<file path="src/rtl/if_fetch_unit_pkg.sv">
// Shared definitions for the instruction-fetch stage: state encoding,
// default widths, the bubble instruction and the stall-counter helper.
package if_fetch_unit_pkg;

    localparam int ADDR_W_DEF = 32;
    localparam int DATA_W_DEF = 32;

    localparam logic [31:0] NOP_INSTR_DEF = 32'h0000_0000;

    localparam int          STALL_CNT_W   = 32;
    localparam logic [STALL_CNT_W-1:0] STALL_CNT_MAX = '1;

    typedef enum logic [1:0] {
        ST_IDLE  = 2'd0,
        ST_FETCH = 2'd1,
        ST_HOLD  = 2'd2
    } fetch_state_e;

    // Increment that sticks at all-ones instead of wrapping.
    function automatic logic [STALL_CNT_W-1:0] sat_inc(input logic [STALL_CNT_W-1:0] value);
        if (value == STALL_CNT_MAX) begin
            return value;
        end
        return value + STALL_CNT_W'(1);
    endfunction

endpackage

</file>
<file path="src/rtl/if_fetch_unit_if.sv">
// Request/acknowledge bus between the fetch stage and instruction memory.
interface if_fetch_unit_if #(
    parameter int ADDR_W = 32,
    parameter int DATA_W = 32
);

    logic              imem_req;
    logic [ADDR_W-1:0] imem_addr;
    logic              imem_ack;
    logic [DATA_W-1:0] imem_rdata;

    // Fetch unit side: issues requests, receives single-cycle ack pulses.
    modport master (
        output imem_req,
        output imem_addr,
        input  imem_ack,
        input  imem_rdata
    );

    // Memory / I-cache side.
    modport slave (
        input  imem_req,
        input  imem_addr,
        output imem_ack,
        output imem_rdata
    );

endinterface

</file>
<file path="src/rtl/if_fetch_unit_ifid_reg.sv">
// IF/ID pipeline register: pc/instr/valid with synchronous clear, load
// enable, and a bubble control that loads a NOP with valid cleared.
module if_fetch_unit_ifid_reg
    import if_fetch_unit_pkg::*;
#(
    parameter int                ADDR_W    = ADDR_W_DEF,
    parameter int                DATA_W    = DATA_W_DEF,
    parameter logic [DATA_W-1:0] NOP_INSTR = DATA_W'(NOP_INSTR_DEF)
) (
    input  logic              clk,
    input  logic              clear,
    input  logic              load,
    input  logic              bubble,
    input  logic [ADDR_W-1:0] pc_in,
    input  logic [DATA_W-1:0] instr_in,
    output logic [ADDR_W-1:0] pc,
    output logic [DATA_W-1:0] instr,
    output logic              valid
);

    logic [ADDR_W-1:0] pc_reg;
    logic [DATA_W-1:0] instr_reg;
    logic              valid_reg;

    always_ff @(posedge clk) begin
        if (clear) begin
            pc_reg    <= '0;
            instr_reg <= NOP_INSTR;
            valid_reg <= 1'b0;
        end else if (load) begin
            // A bubble still records the squashed PC so the slot stays traceable.
            pc_reg    <= pc_in;
            instr_reg <= bubble ? NOP_INSTR : instr_in;
            valid_reg <= ~bubble;
        end
    end

    assign pc    = pc_reg;
    assign instr = instr_reg;
    assign valid = valid_reg;

endmodule

</file>
<file path="src/rtl/if_fetch_unit.sv">
// Instruction-fetch stage: req/ack handshake with instruction memory, IF/ID
// update with hazard hold and branch flush, and a saturating stall counter.
module if_fetch_unit
    import if_fetch_unit_pkg::*;
#(
    parameter int                ADDR_W    = ADDR_W_DEF,
    parameter int                DATA_W    = DATA_W_DEF,
    parameter logic [DATA_W-1:0] NOP_INSTR = DATA_W'(NOP_INSTR_DEF)
) (
    input  logic                   clk_i,
    input  logic                   rst_i,
    input  logic                   start_i,
    input  logic [ADDR_W-1:0]      pc_i,
    input  logic                   hazard_stall_i,
    input  logic                   flush_i,
    if_fetch_unit_if.master        imem,
    output logic                   stall_o,
    output logic [ADDR_W-1:0]      pc_plus4_o,
    output logic [ADDR_W-1:0]      ifid_pc_o,
    output logic [DATA_W-1:0]      ifid_instr_o,
    output logic                   ifid_valid_o,
    output logic [STALL_CNT_W-1:0] stall_cycles_o
);

    fetch_state_e           state_reg;
    fetch_state_e           state_next;
    logic                   req_reg;
    logic [ADDR_W-1:0]      hold_pc_reg;
    logic [DATA_W-1:0]      hold_instr_reg;
    logic [STALL_CNT_W-1:0] stall_cycles_reg;

    logic                   ack_seen;
    logic                   hold_capture;
    logic                   hold_drop;
    logic                   ifid_load;
    logic                   ifid_bubble;
    logic [ADDR_W-1:0]      ifid_pc_in;
    logic [DATA_W-1:0]      ifid_instr_in;

    // The address follows the PC directly; the stall keeps the PC frozen
    // until the ack, which is what keeps the address stable.
    assign imem.imem_addr = pc_i;
    assign imem.imem_req  = req_reg;
    assign pc_plus4_o     = pc_i + ADDR_W'(4);

    // An ack only counts while a request is actually outstanding.
    assign ack_seen = req_reg & imem.imem_ack;
    assign stall_o  = req_reg & ~imem.imem_ack;

    always_comb begin
        state_next    = state_reg;
        hold_capture  = 1'b0;
        hold_drop     = 1'b0;
        ifid_load     = 1'b0;
        ifid_bubble   = 1'b0;
        ifid_pc_in    = pc_i;
        ifid_instr_in = imem.imem_rdata;

        case (state_reg)
            ST_IDLE: begin
                if (start_i) begin
                    state_next = ST_FETCH;
                end
            end

            ST_FETCH: begin
                if (ack_seen) begin
                    if (flush_i) begin
                        ifid_load   = 1'b1;
                        ifid_bubble = 1'b1;
                    end else if (hazard_stall_i) begin
                        hold_capture = 1'b1;
                        state_next   = ST_HOLD;
                    end else begin
                        ifid_load = 1'b1;
                    end
                end
            end

            ST_HOLD: begin
                // Replay from the buffer; the live PC may already have moved on.
                ifid_pc_in    = hold_pc_reg;
                ifid_instr_in = hold_instr_reg;
                if (flush_i) begin
                    ifid_load   = 1'b1;
                    ifid_bubble = 1'b1;
                    hold_drop   = 1'b1;
                    state_next  = ST_FETCH;
                end else if (!hazard_stall_i) begin
                    ifid_load  = 1'b1;
                    hold_drop  = 1'b1;
                    state_next = ST_FETCH;
                end
            end

            default: begin
                state_next = ST_IDLE;
            end
        endcase
    end

    always_ff @(posedge clk_i) begin
        if (rst_i) begin
            state_reg        <= ST_IDLE;
            req_reg          <= 1'b0;
            hold_pc_reg      <= '0;
            hold_instr_reg   <= '0;
            stall_cycles_reg <= '0;
        end else begin
            state_reg <= state_next;
            req_reg   <= (state_next == ST_FETCH);

            if (hold_capture) begin
                hold_pc_reg    <= pc_i;
                hold_instr_reg <= imem.imem_rdata;
            end else if (hold_drop) begin
                hold_pc_reg    <= '0;
                hold_instr_reg <= '0;
            end

            if (stall_o) begin
                stall_cycles_reg <= sat_inc(stall_cycles_reg);
            end
        end
    end

    assign stall_cycles_o = stall_cycles_reg;

    if_fetch_unit_ifid_reg #(
        .ADDR_W    (ADDR_W),
        .DATA_W    (DATA_W),
        .NOP_INSTR (NOP_INSTR)
    ) u_ifid_reg (
        .clk      (clk_i),
        .clear    (rst_i),
        .load     (ifid_load),
        .bubble   (ifid_bubble),
        .pc_in    (ifid_pc_in),
        .instr_in (ifid_instr_in),
        .pc       (ifid_pc_o),
        .instr    (ifid_instr_o),
        .valid    (ifid_valid_o)
    );

endmodule

</file>
<file path="src/flat_wrapper.sv">
// flat-port wrapper written by rule: the top's interface ports become plain ports
module if_fetch_unit_flat import if_fetch_unit_pkg::*;
#(
    parameter int                ADDR_W    = ADDR_W_DEF,
    parameter int                DATA_W    = DATA_W_DEF,
    parameter logic [DATA_W-1:0] NOP_INSTR = DATA_W'(NOP_INSTR_DEF)
)
  (clk_i, rst_i, start_i, pc_i, hazard_stall_i, flush_i, stall_o, pc_plus4_o, ifid_pc_o, ifid_instr_o, ifid_valid_o, stall_cycles_o, imem_imem_req, imem_imem_addr, imem_imem_ack, imem_imem_rdata);
  if_fetch_unit_if #(.ADDR_W(ADDR_W), .DATA_W(DATA_W)) imem_i ();
  input  logic clk_i;
  input  logic rst_i;
  input  logic start_i;
  input  logic [ADDR_W-1:0] pc_i;
  input  logic hazard_stall_i;
  input  logic flush_i;
  output logic stall_o;
  output logic [ADDR_W-1:0] pc_plus4_o;
  output logic [ADDR_W-1:0] ifid_pc_o;
  output logic [DATA_W-1:0] ifid_instr_o;
  output logic ifid_valid_o;
  output logic [STALL_CNT_W-1:0] stall_cycles_o;
  output wire logic [$bits(imem_i.imem_req)-1:0] imem_imem_req;
  output wire logic [$bits(imem_i.imem_addr)-1:0] imem_imem_addr;
  input wire logic [$bits(imem_i.imem_ack)-1:0] imem_imem_ack;
  input wire logic [$bits(imem_i.imem_rdata)-1:0] imem_imem_rdata;
  assign imem_imem_req = imem_i.imem_req;
  assign imem_imem_addr = imem_i.imem_addr;
  assign imem_i.imem_ack = imem_imem_ack;
  assign imem_i.imem_rdata = imem_imem_rdata;
  if_fetch_unit #(.ADDR_W(ADDR_W), .DATA_W(DATA_W), .NOP_INSTR(NOP_INSTR)) u_core (.clk_i(clk_i), .rst_i(rst_i), .start_i(start_i), .pc_i(pc_i), .hazard_stall_i(hazard_stall_i), .flush_i(flush_i), .imem(imem_i), .stall_o(stall_o), .pc_plus4_o(pc_plus4_o), .ifid_pc_o(ifid_pc_o), .ifid_instr_o(ifid_instr_o), .ifid_valid_o(ifid_valid_o), .stall_cycles_o(stall_cycles_o));
endmodule
</file>
<file path="config.mk">
export PLATFORM = sky130hd
export DESIGN_NAME = if_fetch_unit_flat
export DESIGN_NICKNAME = d
export VERILOG_FILES = /design/src/rtl/if_fetch_unit_pkg.sv /design/src/rtl/if_fetch_unit_if.sv /design/src/rtl/if_fetch_unit_ifid_reg.sv /design/src/rtl/if_fetch_unit.sv /design/src/flat_wrapper.sv
export SDC_FILE = /design/constraint.sdc
export NUM_CORES = 1
export LEC_CHECK = 0
export CORE_AREA = 2 2 117 164
export CTS_CLUSTER_DIAMETER = 200
export DETAILED_ROUTE_END_ITERATION = 8
export DIE_AREA = 0 0 119 166
export GPL_ROUTABILITY_DRIVEN = 0
export HOLD_SLACK_MARGIN = 0.15
export PLACE_DENSITY = 0.76
export SLEW_MARGIN = 25
export SYNTH_ARGS = -nofsm -noshare
export SYNTH_HDL_FRONTEND = slang
export SYNTH_SLANG_ARGS = --single-unit
</file>
<file path="constraint.sdc">
create_clock -name clk_i -period 2.3 [get_ports clk_i]
set_clock_uncertainty 0.1 [all_clocks]
set_input_delay 0.345 -clock clk_i [delete_from_list [all_inputs] [get_ports clk_i]]
set_output_delay 0.345 -clock clk_i [all_outputs]
set_load 0.02 [all_outputs]
</file>
==> results of run 1 <==
==> critical path, cell delays in order <==
cell	delay, ns
sky130_fd_sc_hd__clkbuf_2	0.10
sky130_fd_sc_hd__nand3_2	0.09
sky130_fd_sc_hd__buf_4	0.14
sky130_fd_sc_hd__buf_6	0.12
sky130_fd_sc_hd__nor4_4	0.24
sky130_fd_sc_hd__buf_4	0.16
sky130_fd_sc_hd__and3_4	0.19
sky130_fd_sc_hd__nand3_2	0.10
sky130_fd_sc_hd__xnor2_2	0.15
sky130_fd_sc_hd__buf_2	0.18
==> synthesized netlist by cell type, drive strengths merged, types with 2 or more instances <==
cell	instances
ha	6
clkbuf	57
o31ai	8
o211ai	8
xor2	16
or3	8
nand3	90
nand4	10
o31a	2
xnor2	27
o2111ai	3
and2	3
nor3	37
dfxtp	164
a21oi	111
nand2	88
nor4	6
a211oi	33
nor2	90
o21ai	8
and4	4
or4	11
inv	6
nor2b	3
buf	48
mux2i	65
or2	2
and3	13
==> timing repair <==
action | 4_1_cts | 5_1_grt
resized for setup | 157 | 43
pin swaps | 14 | 14
endpoints found under the setup margin | 31 | 34
buffers inserted | 1 | 2
==> stage by stage <==
stage               std cells  TNS [ns]  setup WS [ns]  utilization  total power, mW
global route             1448   -0.0607        -0.0330        0.625             6.53
detailed placement       1413    -18.62         -0.906        0.589             3.63
floorplan                 939         0        0.00263            -             3.24
global placement         1413    -17.00         -0.854        0.589             3.62
CTS                      1446         0       0.000386        0.622             6.34
finish                   1448         0         0.0304        0.625             6.30
==> path summary, 6_finish.rpt <==
check	endpoint	slack [ns]	depth (start not counted)
max	pc_plus4_o[23]	0.03	10
min	u_core.hold_pc_reg[7]$_SDFFE_PP0P_	0.21	4
max reg2reg	u_core.stall_cycles_o[22]$_SDFFE_PP0P_	0.06	6
min reg2reg	u_core.hold_pc_reg[20]$_SDFFE_PP0P_	0.37	2
==> cell type report <==
class | count | area [um^2]
fillers | 1551 | 6890
multi-input cells | 664 | 4130
flip-flops and latches | 164 | 3320
repair buffers | 338 | 3140
clock buffers | 19 | 453
well taps | 244 | 305
clock inverters | 13 | 121
inverters | 6 | 22.5
==> power groups by stage <==
stage	clock (mW)	sequential, mW	combinational [mW]
final	2.75	2.86	0.693
after global routing	2.93	2.86	0.739
after CTS	2.79	2.86	0.688
after detailed placement	0	2.93	0.700
after global placement	0	2.93	0.695
after floorplan	0	2.94	0.304
==> cells by family after synthesis <==
| group | synth area share |
|---|---|
| fa+ha+maj | 0.00967 |
| compound gates | 0.138 |
| simple gates | 0.225 |
| buf+inv | 0.0705 |
| xor+xnor | 0.0485 |
| mux | 0.0853 |
| flops | 0.423 |
==> layer usage <==
| layer | routed length, um | vias to the layer above |
|---|---|---|
| li1 | - | 3791 |
| met1 | 9050 | 3630 |
| met2 | 12100 | 248 |
| met3 | 1200 | 43 |
| met4 | 767 | 0 |
| met5 | 0 | - |
==> flow_summary_export.csv, run 1 <==
group,metric,value,unit
global_route,maximum_number_of_pins_on_one_net_before_global_route_repair,61,
synthesis,postSynthAreaPerCell,8.26,um^2
floorplan,rows,59,
power,swShare,0.247,
worst_hold_path,hold_start,"pc_i[7]",
floorplan,die_h,166,um
sta,slew_headroom,0.549,
critical_path,worst_setup_path_start,"pc_i[9]",
worst_hold_path,hold_class,"in2reg",
clocking,cts_buffer_depth,2,
sta,worstMarginPinSlew,0.677,ns
drt,postRouteWirelength,23100,um
finish,nets,1267,
power,vdd.ir_drop.worst,363,uV
sta,finalHoldViolations,0,
global_route,grt_pass1_wl,37700,um
global_route,global_route.usage.total,0.232,
placed_design,placement.cell_area,10800,um^2
clocking,clock_transition_at_the_registers_of_the_reported_paths,0.06,ns
floorplan,floorplan.io_pins,233,
global_route,global_route.usage.met3,0.0501,
clocking,htree_depth,4,
power,power_per_cell_area,549,nW/um^2
synthesis,syn-cell-area,7760,um^2
critical_path,peak_fanout_along_the_critical_path,3,
placed_design,place_hpwl,16100,um
synthesis,synth-edff-count,0,
synthesis,synth_top_area_share,0.423,
synthesis,synthFlopType,"sky130_fd_sc_hd__dfxtp_1",
sta,clock.fmax,441,MHz
drt,antenna_left,0,
drt,drc,0,
floorplan,die_width,119,um
drt,routed-via-count,7712,
sta,setup_repair_after_global_routing_missed_its_margin,"true",
synthesis,syn_nets,1015,
clocking,worstSkewPairLatency,0.42,ns
drt,drt_first_iter_violations,540,
critical_path,crit_required,1.86,ns
synthesis,synth.yosys.seq_area_share,0.423,
sta,timing.final.crit_share,0.987,
global_route,antenna_found_initial,0,
critical_path,worstSetupPathType,"in2out",
clocking,cts_tree,"built",
power,pwr-share-clk,0.436,
finish,flow.area_growth_from_synthesis,48.0,%
global_route,number_of_global_route_vias_before_repair,7488,
power,share_comb_of_total_power,0.110,
floorplan,floorplan.initialDensity,0.422,
clocking,cts_sinks,164,
synthesis,synth_cell_type_count,43,
synthesis,synthesis.yosys.warnings,0,
clocking,post_cts_hold_buffer_count,0,
synthesis,postSynthRegisterBits,164,
sta,setup_viol,0,
synthesis,synth-async-reset-ratio,0,
status,status,"finished, final reports clean",
clocking,cts_root_buf,"sky130_fd_sc_hd__clkbuf_16",
sta,timing_max_transition_violations_final,0,
critical_path,critical_path.startpoint_type,"input port",
critical_path,reg2reg_from,"u_core.stall_cycles_o[11]$_SDFFE_PP0P_",
synthesis,yosysTopAreaCell,"sky130_fd_sc_hd__dfxtp_1",
synthesis,cells_after_synth,939,
global_route,gr-max-usage-layer,"met2",
global_route,met2_usage,0.415,
sta,minimum_clock_period_after_layout,2.27,ns
critical_path,crit_end_category,"output pin",
placed_design,io_buffer_count,232,
global_route,globalRouteOverflowTotal,0,
finish,final_area,11500,um^2
power,power.static_leakage,3.96,nW
critical_path,timing.critical_path.arrival,1.82,ns
sta,whs,0.208,ns
finish,mostFrequentLayoutCell,"sky130_fd_sc_hd__clkdlybuf4s50_1",
finish,layout_common_cells,"185 x sky130_fd_sc_hd__clkdlybuf4s50_1, 150 x sky130_fd_sc_hd__dfxtp_1, 111 x sky130_fd_sc_hd__a21oi_1",
clocking,numCtsBuffers,17,
power,p_sw,1.55,mW
drt,detailedRoute.firstPassIterationCount,5,
drt,wl_per_cell,15.9,um
finish,num_antenna_cells,0,
global_route,grtUsageMet1,0.261,
floorplan,dieArea,19800,um^2
drt,vias_per_cell,5.33,
synthesis,most_area_consuming_cells_after_synthesis,"sky130_fd_sc_hd__dfxtp_1 42%, sky130_fd_sc_hd__mux2i_1 8.4%, sky130_fd_sc_hd__a21oi_1 7.2%",
floorplan,design.core.area,18400,um^2
power,power.sequential.fraction,0.454,
flow_run,timing.max_cap.violations,0,
finish,ratio_of_cells_with_drive_above_1_in_the_final_layout,0.188,
power,internal-power,4.75,mW
Power figures use the tool's default switching activity.
==> inputs of run 2 (changes only) <==
--- a/config.mk
+++ b/config.mk
@@ -5,13 +5,14 @@
 export SDC_FILE = /design/constraint.sdc
 export NUM_CORES = 1
 export LEC_CHECK = 0
+export CAP_MARGIN = 40
 export CORE_AREA = 2 2 117 164
 export CTS_CLUSTER_DIAMETER = 200
 export DETAILED_ROUTE_END_ITERATION = 8
 export DIE_AREA = 0 0 119 166
 export GPL_ROUTABILITY_DRIVEN = 0
 export HOLD_SLACK_MARGIN = 0.15
-export PLACE_DENSITY = 0.76
+export PLACE_DENSITY = 0.86
 export SLEW_MARGIN = 25
 export SYNTH_ARGS = -nofsm -noshare
 export SYNTH_HDL_FRONTEND = slang
==> run 2 against run 1 <==
Net effect:
- setup slack better by 0.025 ns
- count of clock-buffer cells in the layout down 2
- register-to-register slack improved by 0.04 ns
- maximum frequency grew 1.1%
- die area unchanged
- sequential power hardly changed
- worst hold slack improved by 0.027 ns
- critical path depth decreased by 2
- global-route usage fell by 0.25 points
- combinational power down 1%
- clock power grew 13%
- non-clock buffer count is 8 lower
- critical endpoint is now pc_plus4_o[16]
- largest cell class unchanged
- highest routed layer unchanged
==> flow_summary_export.csv, run 2 (synthesis gave the netlist of run 1 again) <==
group,metric,value,unit
global_route,global_route.usage.total,0.229,
sta,worst_slack,0.0555,ns
clocking,cts_root_buf,"sky130_fd_sc_hd__clkbuf_16",
drt,postRouteWirelength,23100,um
floorplan,die_width,119,um
finish,ratio_of_cells_with_drive_above_1_in_the_final_layout,0.175,
drt,wl_per_cell,16.0,um
worst_hold_path,hold_class,"in2reg",
drt,antenna_left,0,
clocking,cts_sinks,164,
sta,timing_max_transition_violations_final,0,
global_route,antenna_found_initial,0,
sta,slew_headroom,0.589,
worst_hold_path,hold_start,"pc_i[7]",
placed_design,dp_slack,-0.915,ns
worst_hold_path,timing.hold.worst_path_depth,4,
critical_path,worst_r2r_endpoint,"u_core.stall_cycles_o[17]$_SDFFE_PP0P_",
finish,mostFrequentLayoutCell,"sky130_fd_sc_hd__clkdlybuf4s50_1",
sta,timing.final.crit_share,0.976,
drt,detailedRoute.firstPassIterationCount,5,
power,power.static_leakage,3.90,nW
floorplan,dieArea,19800,um^2
floorplan,die_h,166,um
sta,minimum_clock_period_after_layout,2.24,ns
global_route,globalRouteOverflowTotal,0,
sta,setup_repair_after_global_routing_missed_its_margin,"true",
clocking,post_cts_hold_buffer_count,0,
floorplan,rows,59,
drt,drt_first_iter_violations,541,
power,power_per_cell_area,583,nW/um^2
critical_path,peak_fanout_along_the_critical_path,4,
clocking,cts_tree,"built",
drt,drc,0,
floorplan,floorplan.initialDensity,0.422,
finish,layoutNonFillerInstCount,1440,
finish,flow.area_growth_from_synthesis,47.0,%
global_route,grt_pass1_wl,37200,um
critical_path,logic_depth_of_the_worst_register_to_register_path,5,
clocking,worstSkewPairLatency,0.41,ns
flow_run,timing.max_cap.violations,0,
finish,num_antenna_cells,0,
worst_hold_path,worst_hold_path.endpoint,"u_core.hold_pc_reg[7]$_SDFFE_PP0P_",
sta,finalHoldViolations,0,
sta,whs,0.236,ns
placed_design,post-place-cells,1406,
critical_path,reg2reg_slack,0.10,ns
critical_path,crit_required,1.86,ns
clocking,htree_depth,4,
floorplan,floorplan.io_pins,233,
finish,layout_common_cells,"185 x sky130_fd_sc_hd__clkdlybuf4s50_1, 149 x sky130_fd_sc_hd__dfxtp_1, 111 x sky130_fd_sc_hd__a21oi_1",
status,status,"finished, final reports clean",
clocking,cts_buffer_depth,2,
clocking,clock_transition_at_the_registers_of_the_reported_paths,0.07,ns
critical_path,crit_end_category,"output pin",
critical_path,critical_path.startpoint_type,"input port",
global_route,maximum_number_of_pins_on_one_net_before_global_route_repair,65,
drt,routed-via-count,7786,
sta,worstMarginPinSlew,0.616,ns
drt,vias_per_cell,5.41,
placed_design,io_buffer_count,232,
critical_path,worstSetupPathType,"in2out",
sta,setup_viol,0,
floorplan,design.core.area,18400,um^2
finish,nets,1259,
finish,nFillCells,1513,
sta,clock.fmax,446,MHz
power,vdd.ir_drop.worst,425,uV
clocking,numCtsBuffers,17,
placed_design,place_hpwl,16200,um
global_route,number_of_global_route_vias_before_repair,7384,
critical_path,reg2reg_from,"u_core.stall_cycles_o[6]$_SDFFE_PP0P_",
finish,postLayoutCoreUtil,0.621,
critical_path,timing.critical_path.arrival,1.80,ns
==> run 2: metal layers <==
layer,GRT usage,wire length (um),up-vias
met5,0,0,-
met4,0.0942,688,0
met3,0.0495,1410,40
met2,0.403,12000,303
met1,0.268,9010,3663
li1,-,-,3780
==> run 2: cell type report <==
| class | instances | area, um^2 | area share |
|---|---|---|---|
| flip-flops and latches | 164 | 3320 | 0.291 |
| clock buffers | 17 | 425 | 0.0373 |
| repair buffers | 330 | 3050 | 0.267 |
| inverters | 6 | 22.5 | 0.00197 |
| clock inverters | 15 | 218 | 0.0191 |
| multi-input cells | 664 | 4070 | 0.357 |
| well taps | 244 | 305 | 0.0268 |
==> run 2: per-stage QoR <==
step	area [um^2]	TNS, ns	power, mW
2_1_floorplan	7800	0	3.24
3_3_place_gp	10800	-17.31	3.61
3_5_place_dp	10800	-18.61	3.63
4_1_cts	11400	-0.00526	6.70
5_1_grt	11400	-0.00212	6.87
6_report	11400	0	6.65
==> run 2: critical path, cell delays in order <==
cell and delay [ns]:
sky130_fd_sc_hd__dlygate4sd2_1 0.28, sky130_fd_sc_hd__ha_2 0.22, sky130_fd_sc_hd__nand3_2 0.12, sky130_fd_sc_hd__buf_4 0.17, sky130_fd_sc_hd__nor2_4 0.12, sky130_fd_sc_hd__nand3_1 0.11, sky130_fd_sc_hd__xnor2_1 0.15, sky130_fd_sc_hd__clkdlybuf4s15_2 0.28
==> run 2: worst max-delay path by stage <==
stage                                             end  slack, ns                                   start  cells past startpoint
6_report                               pc_plus4_o[16]       0.06                                 pc_i[3]                      8
5_1_grt                                pc_plus4_o[26]     -0.002                                pc_i[10]                      8
4_1_cts                                pc_plus4_o[27]     -0.005                                pc_i[18]                      9
3_5_place_dp                           pc_plus4_o[27]      -0.91                                 pc_i[4]                      9
3_3_place_gp                           pc_plus4_o[25]      -0.87                                 pc_i[4]                      9
2_1_floorplan  u_core.stall_cycles_o[30]$_SDFFE_PP0P_      0.003  u_core.stall_cycles_o[13]$_SDFFE_PP0P_                      7
==> run 2: report_power, final <==
group | switching [mW] | total, mW | leakage (nW) | internal [mW]
registers | 0.0126 | 2.86 | 1.33 | 2.85
logic | 0.357 | 0.685 | 2.26 | 0.328
clock network | 1.25 | 3.10 | 0.311 | 1.86
total | 1.62 | 6.65 | 3.90 | 5.03
==> run 2: what timing repair did <==
item | CTS | global route
buffers inserted | 2 | 0
setup endpoints to repair | 29 | 27
pin swaps | 6 | 5
resized for setup | 145 | 33
cloned | 0 | 0
